==> src/rtl/dht11_pkg.sv <==
// Shared definitions for the DHT11 poll scheduler: FSM encoding, sample field
// layout and default timing constants.
package dht11_pkg;

  typedef logic [2:0] state_t;

  localparam state_t ST_INIT  = 3'd0;
  localparam state_t ST_IDLE  = 3'd1;
  localparam state_t ST_START = 3'd2;
  localparam state_t ST_WAIT  = 3'd3;
  localparam state_t ST_GAP   = 3'd4;

  // Layout of a 32-bit reading: {hum_int, hum_dec, temp_int, temp_dec}
  localparam int HUM_INT_MSB  = 31;
  localparam int HUM_INT_LSB  = 24;
  localparam int HUM_DEC_MSB  = 23;
  localparam int HUM_DEC_LSB  = 16;
  localparam int TEMP_INT_MSB = 15;
  localparam int TEMP_INT_LSB = 8;
  localparam int TEMP_DEC_MSB = 7;
  localparam int TEMP_DEC_LSB = 0;

  localparam int DEF_CLK_HZ     = 50_000_000;
  localparam int DEF_PERIOD_MS  = 2000;
  localparam int DEF_MIN_GAP_MS = 1000;
  localparam int DEF_TIMEOUT_MS = 30;
  localparam int DEF_MAX_RETRY  = 3;

  // Millisecond counter step: +1 on tick, sticking at 0xFFFF.
  function automatic logic [15:0] ms_inc(input logic [15:0] v, input logic tick);
    return (tick && v != 16'hFFFF) ? v + 16'd1 : v;
  endfunction

endpackage

==> src/rtl/ms_tick.sv <==
// Free-running 1 ms strobe: one cycle high every CLK_HZ/1000 clocks.
module ms_tick
  import dht11_pkg::*;
#(
  parameter int CLK_HZ = DEF_CLK_HZ
) (
  input  logic clk,
  input  logic rst,
  output logic tick
);

  localparam int DIV = (CLK_HZ / 1000 < 1) ? 1 : CLK_HZ / 1000;
  localparam int W   = $clog2(DIV + 1);

  logic [W-1:0] cnt;

  always_ff @(posedge clk) begin
    if (rst) begin
      cnt <= '0;
    end else if (cnt == W'(DIV - 1)) begin
      cnt <= '0;
    end else begin
      cnt <= cnt + 1'b1;
    end
  end

  assign tick = (cnt == W'(DIV - 1));

endmodule

==> src/rtl/dht11_poll_scheduler.sv <==
// Schedules DHT11 reads: settle after power-up, periodic and manual reads,
// timeout/abort of a stuck reader, retry spacing and fault tracking.
module dht11_poll_scheduler
  import dht11_pkg::*;
#(
  parameter int CLK_HZ     = DEF_CLK_HZ,
  parameter int PERIOD_MS  = DEF_PERIOD_MS,
  parameter int MIN_GAP_MS = DEF_MIN_GAP_MS,
  parameter int TIMEOUT_MS = DEF_TIMEOUT_MS,
  parameter int MAX_RETRY  = DEF_MAX_RETRY
) (
  input  logic        clk,
  input  logic        rst,
  input  logic        req_manual,
  output logic        rd_start,
  output logic        rd_abort,
  input  logic        rd_done,
  input  logic        rd_ok,
  input  logic [31:0] rd_data,
  output logic [31:0] sample,
  output logic        sample_valid,
  output logic        new_sample,
  output logic        fault,
  output logic [7:0]  err_cnt,
  output logic        busy
);

  // Strobe semantics: req_manual, rd_start, rd_abort, rd_done and new_sample
  // are single-cycle pulses; rd_ok/rd_data are only looked at while rd_done=1.

  localparam logic [15:0] PERIOD_T  = 16'(PERIOD_MS);
  localparam logic [15:0] GAP_T     = 16'(MIN_GAP_MS);
  localparam logic [15:0] TIMEOUT_T = 16'(TIMEOUT_MS);
  localparam logic [7:0]  RETRY_T   = 8'(MAX_RETRY);

  logic        tick;
  state_t      state;
  logic [15:0] init_cnt, since_start, to_cnt;
  logic [15:0] init_next, since_next, to_next;
  logic [7:0]  fail_cnt;
  logic        pending;
  logic        fail_now;

  ms_tick #(.CLK_HZ(CLK_HZ)) u_ms_tick (
    .clk  (clk),
    .rst  (rst),
    .tick (tick)
  );

  // Comparisons use the post-tick value so a transition lands on the tick edge.
  assign init_next  = ms_inc(init_cnt, tick);
  assign since_next = ms_inc(since_start, tick);
  assign to_next    = ms_inc(to_cnt, tick);

  assign fail_now = (state == ST_WAIT) &&
                    (rd_done ? !rd_ok : (to_next >= TIMEOUT_T));

  assign rd_start = (state == ST_START);
  assign busy     = (state == ST_START) || (state == ST_WAIT);

  always_ff @(posedge clk) begin
    if (rst) begin
      state        <= ST_INIT;
      init_cnt     <= '0;
      since_start  <= '0;
      to_cnt       <= '0;
      fail_cnt     <= '0;
      pending      <= 1'b0;
      rd_abort     <= 1'b0;
      sample       <= '0;
      sample_valid <= 1'b0;
      new_sample   <= 1'b0;
      fault        <= 1'b0;
      err_cnt      <= '0;
    end else begin
      rd_abort    <= 1'b0;
      new_sample  <= 1'b0;
      since_start <= since_next;
      if (req_manual) pending <= 1'b1;

      case (state)
        ST_INIT: begin
          init_cnt <= init_next;
          if (init_next >= GAP_T) begin
            state   <= ST_START;
            pending <= 1'b0;
          end
        end
        ST_IDLE: begin
          if (since_next >= PERIOD_T || (pending && since_next >= GAP_T)) begin
            state   <= ST_START;
            pending <= 1'b0;
          end
        end
        ST_START: begin
          since_start <= '0;
          to_cnt      <= '0;
          state       <= ST_WAIT;
        end
        ST_WAIT: begin
          to_cnt <= to_next;
          if (rd_done && rd_ok) begin
            sample       <= rd_data;
            sample_valid <= 1'b1;
            new_sample   <= 1'b1;
            fail_cnt     <= '0;
            fault        <= 1'b0;
            state        <= ST_IDLE;
          end else if (fail_now) begin
            // A reader that answered (even badly) is already idle; only a silent one is aborted.
            if (!rd_done) rd_abort <= 1'b1;
            if (err_cnt != 8'hFF) err_cnt <= err_cnt + 8'd1;
            if (fail_cnt + 8'd1 == RETRY_T) begin
              fault    <= 1'b1;
              fail_cnt <= '0;
              state    <= ST_IDLE;
            end else begin
              fail_cnt <= fail_cnt + 8'd1;
              state    <= ST_GAP;
            end
          end
        end
        ST_GAP: begin
          if (since_next >= GAP_T) begin
            state   <= ST_START;
            pending <= 1'b0;
          end
        end
        default: state <= ST_INIT;
      endcase
    end
  end

endmodule

==> config.mk <==
export PLATFORM = sky130hd
export DESIGN_NAME = dht11_poll_scheduler
export DESIGN_NICKNAME = d
export VERILOG_FILES = /design/src/rtl/dht11_pkg.sv /design/src/rtl/ms_tick.sv /design/src/rtl/dht11_poll_scheduler.sv
export SDC_FILE = /design/constraint.sdc
export NUM_CORES = 1
export LEC_CHECK = 0
export BUFFER_PORTS_ARGS = -buffer_cell sky130_fd_sc_hd__buf_2
export CAP_MARGIN = 40
export CORE_UTILIZATION = 58
export CTS_BUF_LIST = sky130_fd_sc_hd__clkbuf_8 sky130_fd_sc_hd__clkbuf_16
export DETAILED_ROUTE_END_ITERATION = 12
export PLACE_DENSITY = 0.77
export SLEW_MARGIN = 10
export SYNTH_ARGS = -nofsm -noshare
export SYNTH_HDL_FRONTEND = slang
export SYNTH_SLANG_ARGS = --single-unit
==> constraint.sdc <==
create_clock -name clk -period 6.2 [get_ports clk]
set_clock_uncertainty 0.1 [all_clocks]
set_input_delay 0 -clock clk [delete_from_list [all_inputs] [get_ports clk]]
set_output_delay 0 -clock clk [all_outputs]
set_load 0.01 [all_outputs]
[After elaboration in Yosys (flattened, before gate mapping)]
Cells that the tools add are included.
Word-level totals
  bits in latches: 0
  memory bits (read-only): 0
  output and inout port bits: 46
  memories: 0
  logic and storage cells: 87
  memory bits (writable): 0
  register bits after elaboration: 120
Cells by class
  order comparisons: 4
  eq/ne operators: 14
  $mul: 0
  div/mod/pow operators: 0
  $add $sub $neg: 6
  reductions and logical operators: 22
  muxes and demuxes: 25
  bitwise gates (word level): 3
  shifts and indexed selects: 0
Operator list (count)
  16-bit by 1-bit adder with 16-bit output (second input constant): 4
  16-bit two-way mux: 3
  16-bit inequality test (second input constant): 3
  16-bit by 10-bit greater-or-equal comparator with 1-bit output (second input constant): 2
  16-bit one-hot mux with 2 select lines: 1
  8-bit two-way mux: 3
  3-bit two-way mux: 6
  8-bit by 1-bit adder with 8-bit output (second input constant): 2
  16-bit == test (second input constant): 1
  16-bit by 11-bit greater-or-equal comparator with 1-bit output (second input constant): 1
  16-bit by 5-bit greater-or-equal comparator with 1-bit output (second input constant): 1
  3-bit one-hot mux with 5 select lines: 1
  1-bit two-way mux: 10
  8-bit by 2-bit == test with 1-bit output (second input constant): 1
  8-bit inequality test (second input constant): 1
  4-bit AND reduction: 2
  3-bit by 2-bit == test with 1-bit output (second input constant): 2
  1-bit logical AND: 6
  2-bit inequality test (second input constant): 3
  2-bit nonzero test: 3
  2-bit OR reduction: 3
  2-bit AND reduction: 2
  4-bit OR reduction: 1
  3-bit by 1-bit == test with 1-bit output (second input constant): 1
  other kinds (8): 11

[Logic depth before layout (Yosys ltp)]
  word-level depth: 9
  gate-level depth with buffers: 12
  depth with buffers taken out: 9

[By module]
Synthesis repeated with hierarchy kept, for this count alone.
Unflattened totals
  cells, all modules: 826
  area, all modules: 6433.7 sq um
By module, submodules not included
  dht11_poll_scheduler: sequential area each 2082.0 sq um, cells each 744, area each 5701.7 sq um, instances 1
  ms_tick: sequential area each 320.3 sq um, cells each 82, area each 732.0 sq um, instances 1

[Worst setup path after synthesis]
OpenSTA, ideal clock, no wires.
  path kind: flip-flop to flip-flop
  from: reg to_cnt[12]
  to: reg err_cnt[5]
  path slack: 3.353 ns
  cell stages (with the launch flop): 11
  data required time: 5.979 ns
  clock period less this slack: 2.847 ns
  buffers on the path: 2
  arrival: 2.626 ns
  cells stage by stage: dfxtp_1 buf_2 nand4_1 nor4_4 nor3_1 xor2_1 or4_4 o31ai_4 buf_6 nor3_2 mux2_4
On the way
  longest elaborated chain between the ends: 7
RTL lines
  start, declared: RTL line dht11_poll_scheduler.sv:38  | logic [15:0] init_cnt, since_start, to_cnt;
  start signal, assigned: RTL line dht11_poll_scheduler.sv:101  | to_cnt <= to_next;
  parallel branches: the longest is 2 deep, another holds 16-bit by 1-bit adder with 16-bit output
  16-bit two-way mux *: RTL line dht11_pkg.sv:31  | return (tick && v != 16'hFFFF) ? v + 16'd1 : v;
  16-bit by 5-bit greater-or-equal comparator with 1-bit output *: RTL line dht11_poll_scheduler.sv:56  | (rd_done ? !rd_ok : (to_next >= TIMEOUT_T));
  1-bit two-way mux *: RTL line dht11_poll_scheduler.sv:56
  1-bit logical AND *: RTL line dht11_poll_scheduler.sv:55  | assign fail_now = (state == ST_WAIT) &&
  4-bit AND reduction (no source line) *
  end signal, assigned: RTL line dht11_poll_scheduler.sv:112  | if (err_cnt != 8'hFF) err_cnt <= err_cnt + 8'd1;
  end, declared: RTL line dht11_poll_scheduler.sv:24  | output logic [7:0] err_cnt,
Every way passes the cells marked *.
A chain may end at the register's enable or synchronous reset.

[Worst setup path in the final report]
  from: reg to_cnt[3]
  to: reg err_cnt[3]
The elaborated chain is that of the path after synthesis.

==> key figures <==
Layout
  • Most frequent cells in the layout: nand2_1 (121), dfxtp_1 (120), nor2_1 (87), buf_2 (83), a21oi_1 (67)
  • Final core occ: 0.754
  • Final instance area: around 7500 um2
  • ANT cells: 0
  • Commonest non-fill, non-tap cell in the layout: nand2_1
  • Final net count: 915
  • Area Growth Syn to Fin: 24.3%
  • Layout cells sized above 1: 0.160
  • Fill cells: 738

Timing
  • Setup_tns: 0 ns
  • Worst slew pin tran: between 0.9 and 1 ns
  • RSZ-0062 raised after global routing: no
  • Slew margin rel.: 0.394
  • Setup violators final: 0
  • Final worst-path cycle share: 0.551
  • Final Max Slew Viols: 0
  • Highest clock rate: 293 MHz
  • Fin Hold WS: 0.143 ns
  • Final hold violations: 0
  • Tmin final: 3.42 ns

Drt
  • DR WL/cell: 16.0 um
  • Total Wirelength: 16.3 mm
  • Vias: around 6k
  • Vias per cell: around 5.9
  • Routed Antenna Nets: 0
  • DRC: 0
  • Drt pass-1 iters: 5
  • Initial detailed-routing violation count: a little under 500

Setup path
  • Crit path DAT: 3.73 ns
  • Critical Path RT: 6.52 ns
  • R2R setup slack: 2.78 ns
  • R2R cell count: 8
  • CP Launch Type: register
  • RR Startpoint: to_cnt[3]$_SDFFE_PP0P_
  • Crit path kind: reg2reg
  • Worst Setup End Kind: register
  • CP Launch Point: to_cnt[3]$_SDFFE_PP0P_
  • CP Max Fanout: 13
  • RR Endpoint: err_cnt[3]$_SDFFE_PP0P_

Synth
  • Syn Nets: 803
  • Gate Count Post-Synth: about 760
  • Post-synth EDFFs: 0
  • Yosys cell types: 68
  • Yosys reg bits: 120
  • Seq/Total Area, Yosys: 0.398
  • Synth Area in Adders: 0.0145
  • Synth Area in XOR/XNOR: 0.0769
  • Largest family of logic cells by synthesized area: simple AND/OR/NAND/NOR gates
  • Syn avg cell area: 7.96 um2
  • Multiplexer area fraction after synthesis: 0.0147
  • Yosys Warn Count: 0
  • Synth async-reset ratio: 0
  • Ys flop type: dfxtp_1
  • Synth Cell Area: 6040 um2
  • Post-Synth Simple-Gate Area: 0.316
  • Compound-Gate Fraction of Synth Area: 0.143

Power and ir drop
  • Worst IR Drop VDD: 0.000157 V
  • Sw power: 415 uW
  • Lkg Pwr: 2.78 nW
  • Switching share of total power: 0.229
  • Pwr Total: 1.81 mW
  • Comb pwr share: 0.065
  • Int Pwr: 1.40 mW
  • Share of total power in the clock network: 0.500
  • Reg power frac: 0.435
  • PD cells: 241 nW/um2

Die
  • Rows: 36
  • Initial Util: 0.607
  • Die width: 104 um
  • IO Count: 83
  • Die ar.: ~11000 um2
  • Die Y: 104 um
  • CORE AREA: 9950 um2

Clock network
  • CTS root buf: clkbuf_8
  • CTS Buffer Depth: 2
  • CTS tree: yes
  • Clock-pin slew of the registers on the worst-case setup and hold paths: 0.06 ns
  • TritonCTS Sinks: 120
  • Worst skew pair latency: 0.52 ns
  • CTS buffer count: 17
  • H-tree Lvls: 4

Worst hold path
  • Hold-critical path depth: 3
  • Worst Hold Endpoint: rd_abort$_SDFF_PP0_
  • Hold Crit Class: in2reg
  • Hold Path Origin: rd_done

Status
  • Status: completed

GRT
  • First-pass GRT wire length: 26.8 mm
  • Largest net degree at the start of global routing: 88
  • Initial antenna violation count: 0
  • Vias in the first global route: 5726
  • GRT overflow: 0
  • Total global-route track usage: 0.304

Flow run
  • Max-cap viol count: 0

Placement
  • Port-buffer cells: 82
  • GP Congestion: 0.913
  • Post-DP Area: 6510 um2
  • HPWL Detailed: 9.68 mm
registers in the layout (all words and copies together) (netlist names), 3 cells and up:
signal	count
u_ms_tick.cnt	16
to_cnt	16
fail_cnt	8
since_start	16
init_cnt	16
state	3
err_cnt	8
sample	32
routing by layer:
layer  GRT usage  up-vias  wire, um
met2       0.522      248      7980
met4       0.123        0       421
li1            -     2879         -
met5           0        -         0
met3      0.0733       42      1080
met1       0.362     2809      6790
power by group through the flow:
stage	sequential (mW)	clock [mW]	combinational, mW
after global placement	0.803	0	0.0909
after floorplan	0.800	0	0.0625
after detailed placement	0.804	0	0.0956
final	0.788	0.906	0.118
after global routing	0.788	0.954	0.128
after CTS	0.787	0.914	0.114
synthesized netlist by cell type (3+ instances only):
cell type    n  area [um2]
a311oi_1     3        26.3
ha_1         7        87.6
or3_1       10        62.6
a31oi_1      4        25.0
o21ai_0     23         115
nand2_1    121         454
nor4b_1      3        26.3
nand4_2      3        37.5
nand4_1     18         113
or2_2        3        18.8
and2_1       7        43.8
mux2i_1      4        40.0
or4_1        3        22.5
nor2b_1      5        31.3
xnor2_1     32         280
nor3_1      24         120
and3_1      15        93.8
a22oi_1      3        22.5
nor2_1      88         330
a211oi_1     8        60.1
nand2b_1     4        25.0
a21oi_1     67         335
or3b_2       3        26.3
mux2_2       3        33.8
o211ai_1     4        30.0
a21boi_0     3        22.5
clkbuf_1    32         120
or3b_1       3        26.3
nor4_1       7        43.8
dfxtp_1    120        2400
inv_1       13        48.8
and4_1       7        61.3
buf_2        5        25.0
xor2_1      21         184
nand3_1     42         210
worst max-delay path: stages, from the launching register on:
cell and delay [ns]:
dfxtp_1 0.55, nand4_2 0.26, or3_4 0.46, nor4_1 0.37, o21bai_1 0.10, or4_4 0.58
o31ai_4 0.46, nor3_1 0.14, mux2_2 0.29
through the flow:
step | std cells | worst slack, ns
floorplan | 759 | 3.35
global placement | 936 | 2.59
detailed placement | 940 | 2.79
CTS | 1016 | 2.78
global route | 1016 | 2.52
finish | 1016 | 2.78
timing repair:
item | 4_1_cts | 5_1_grt
buffers inserted | 0 | 0
hold buffers | 45 | 0
endpoints found under the hold margin | 41 | 0
gates resized for setup | 0 | 0
worst max-delay path by stage:
stage                              end  slack [ns]  cells after the start
6_report       err_cnt[3]$_SDFFE_PP0P_        2.78                      8
3_3_place_gp   err_cnt[5]$_SDFFE_PP0P_        2.59                      9
3_5_place_dp   err_cnt[3]$_SDFFE_PP0P_        2.79                      9
4_1_cts        err_cnt[3]$_SDFFE_PP0P_        2.78                      9
5_1_grt        err_cnt[3]$_SDFFE_PP0P_        2.52                      9
2_1_floorplan  err_cnt[5]$_SDFFE_PP0P_        3.35                     10
cell type report:
type | instances | area [um2] | area share
multi-input combinational | 585 | 3410 | 0.454
sequential | 120 | 2400 | 0.320
timing repair buffer | 133 | 931 | 0.124
clock buffer | 18 | 428 | 0.0570
tap | 133 | 166 | 0.0222
clock inverter | 13 | 116 | 0.0155
inverter | 14 | 52.6 | 0.00700
logic make-up (layout without fill, tap and decap cells):
family / after synthesis / in the layout
simple gates: 380 / 380
compound gates: 137 / 137
flops: 120 / 120
buf+inv: 54 / 178
xor+xnor: 53 / 53
mux: 8 / 8
fa+ha+maj: 7 / 7
Power figures use the tool's default switching activity.
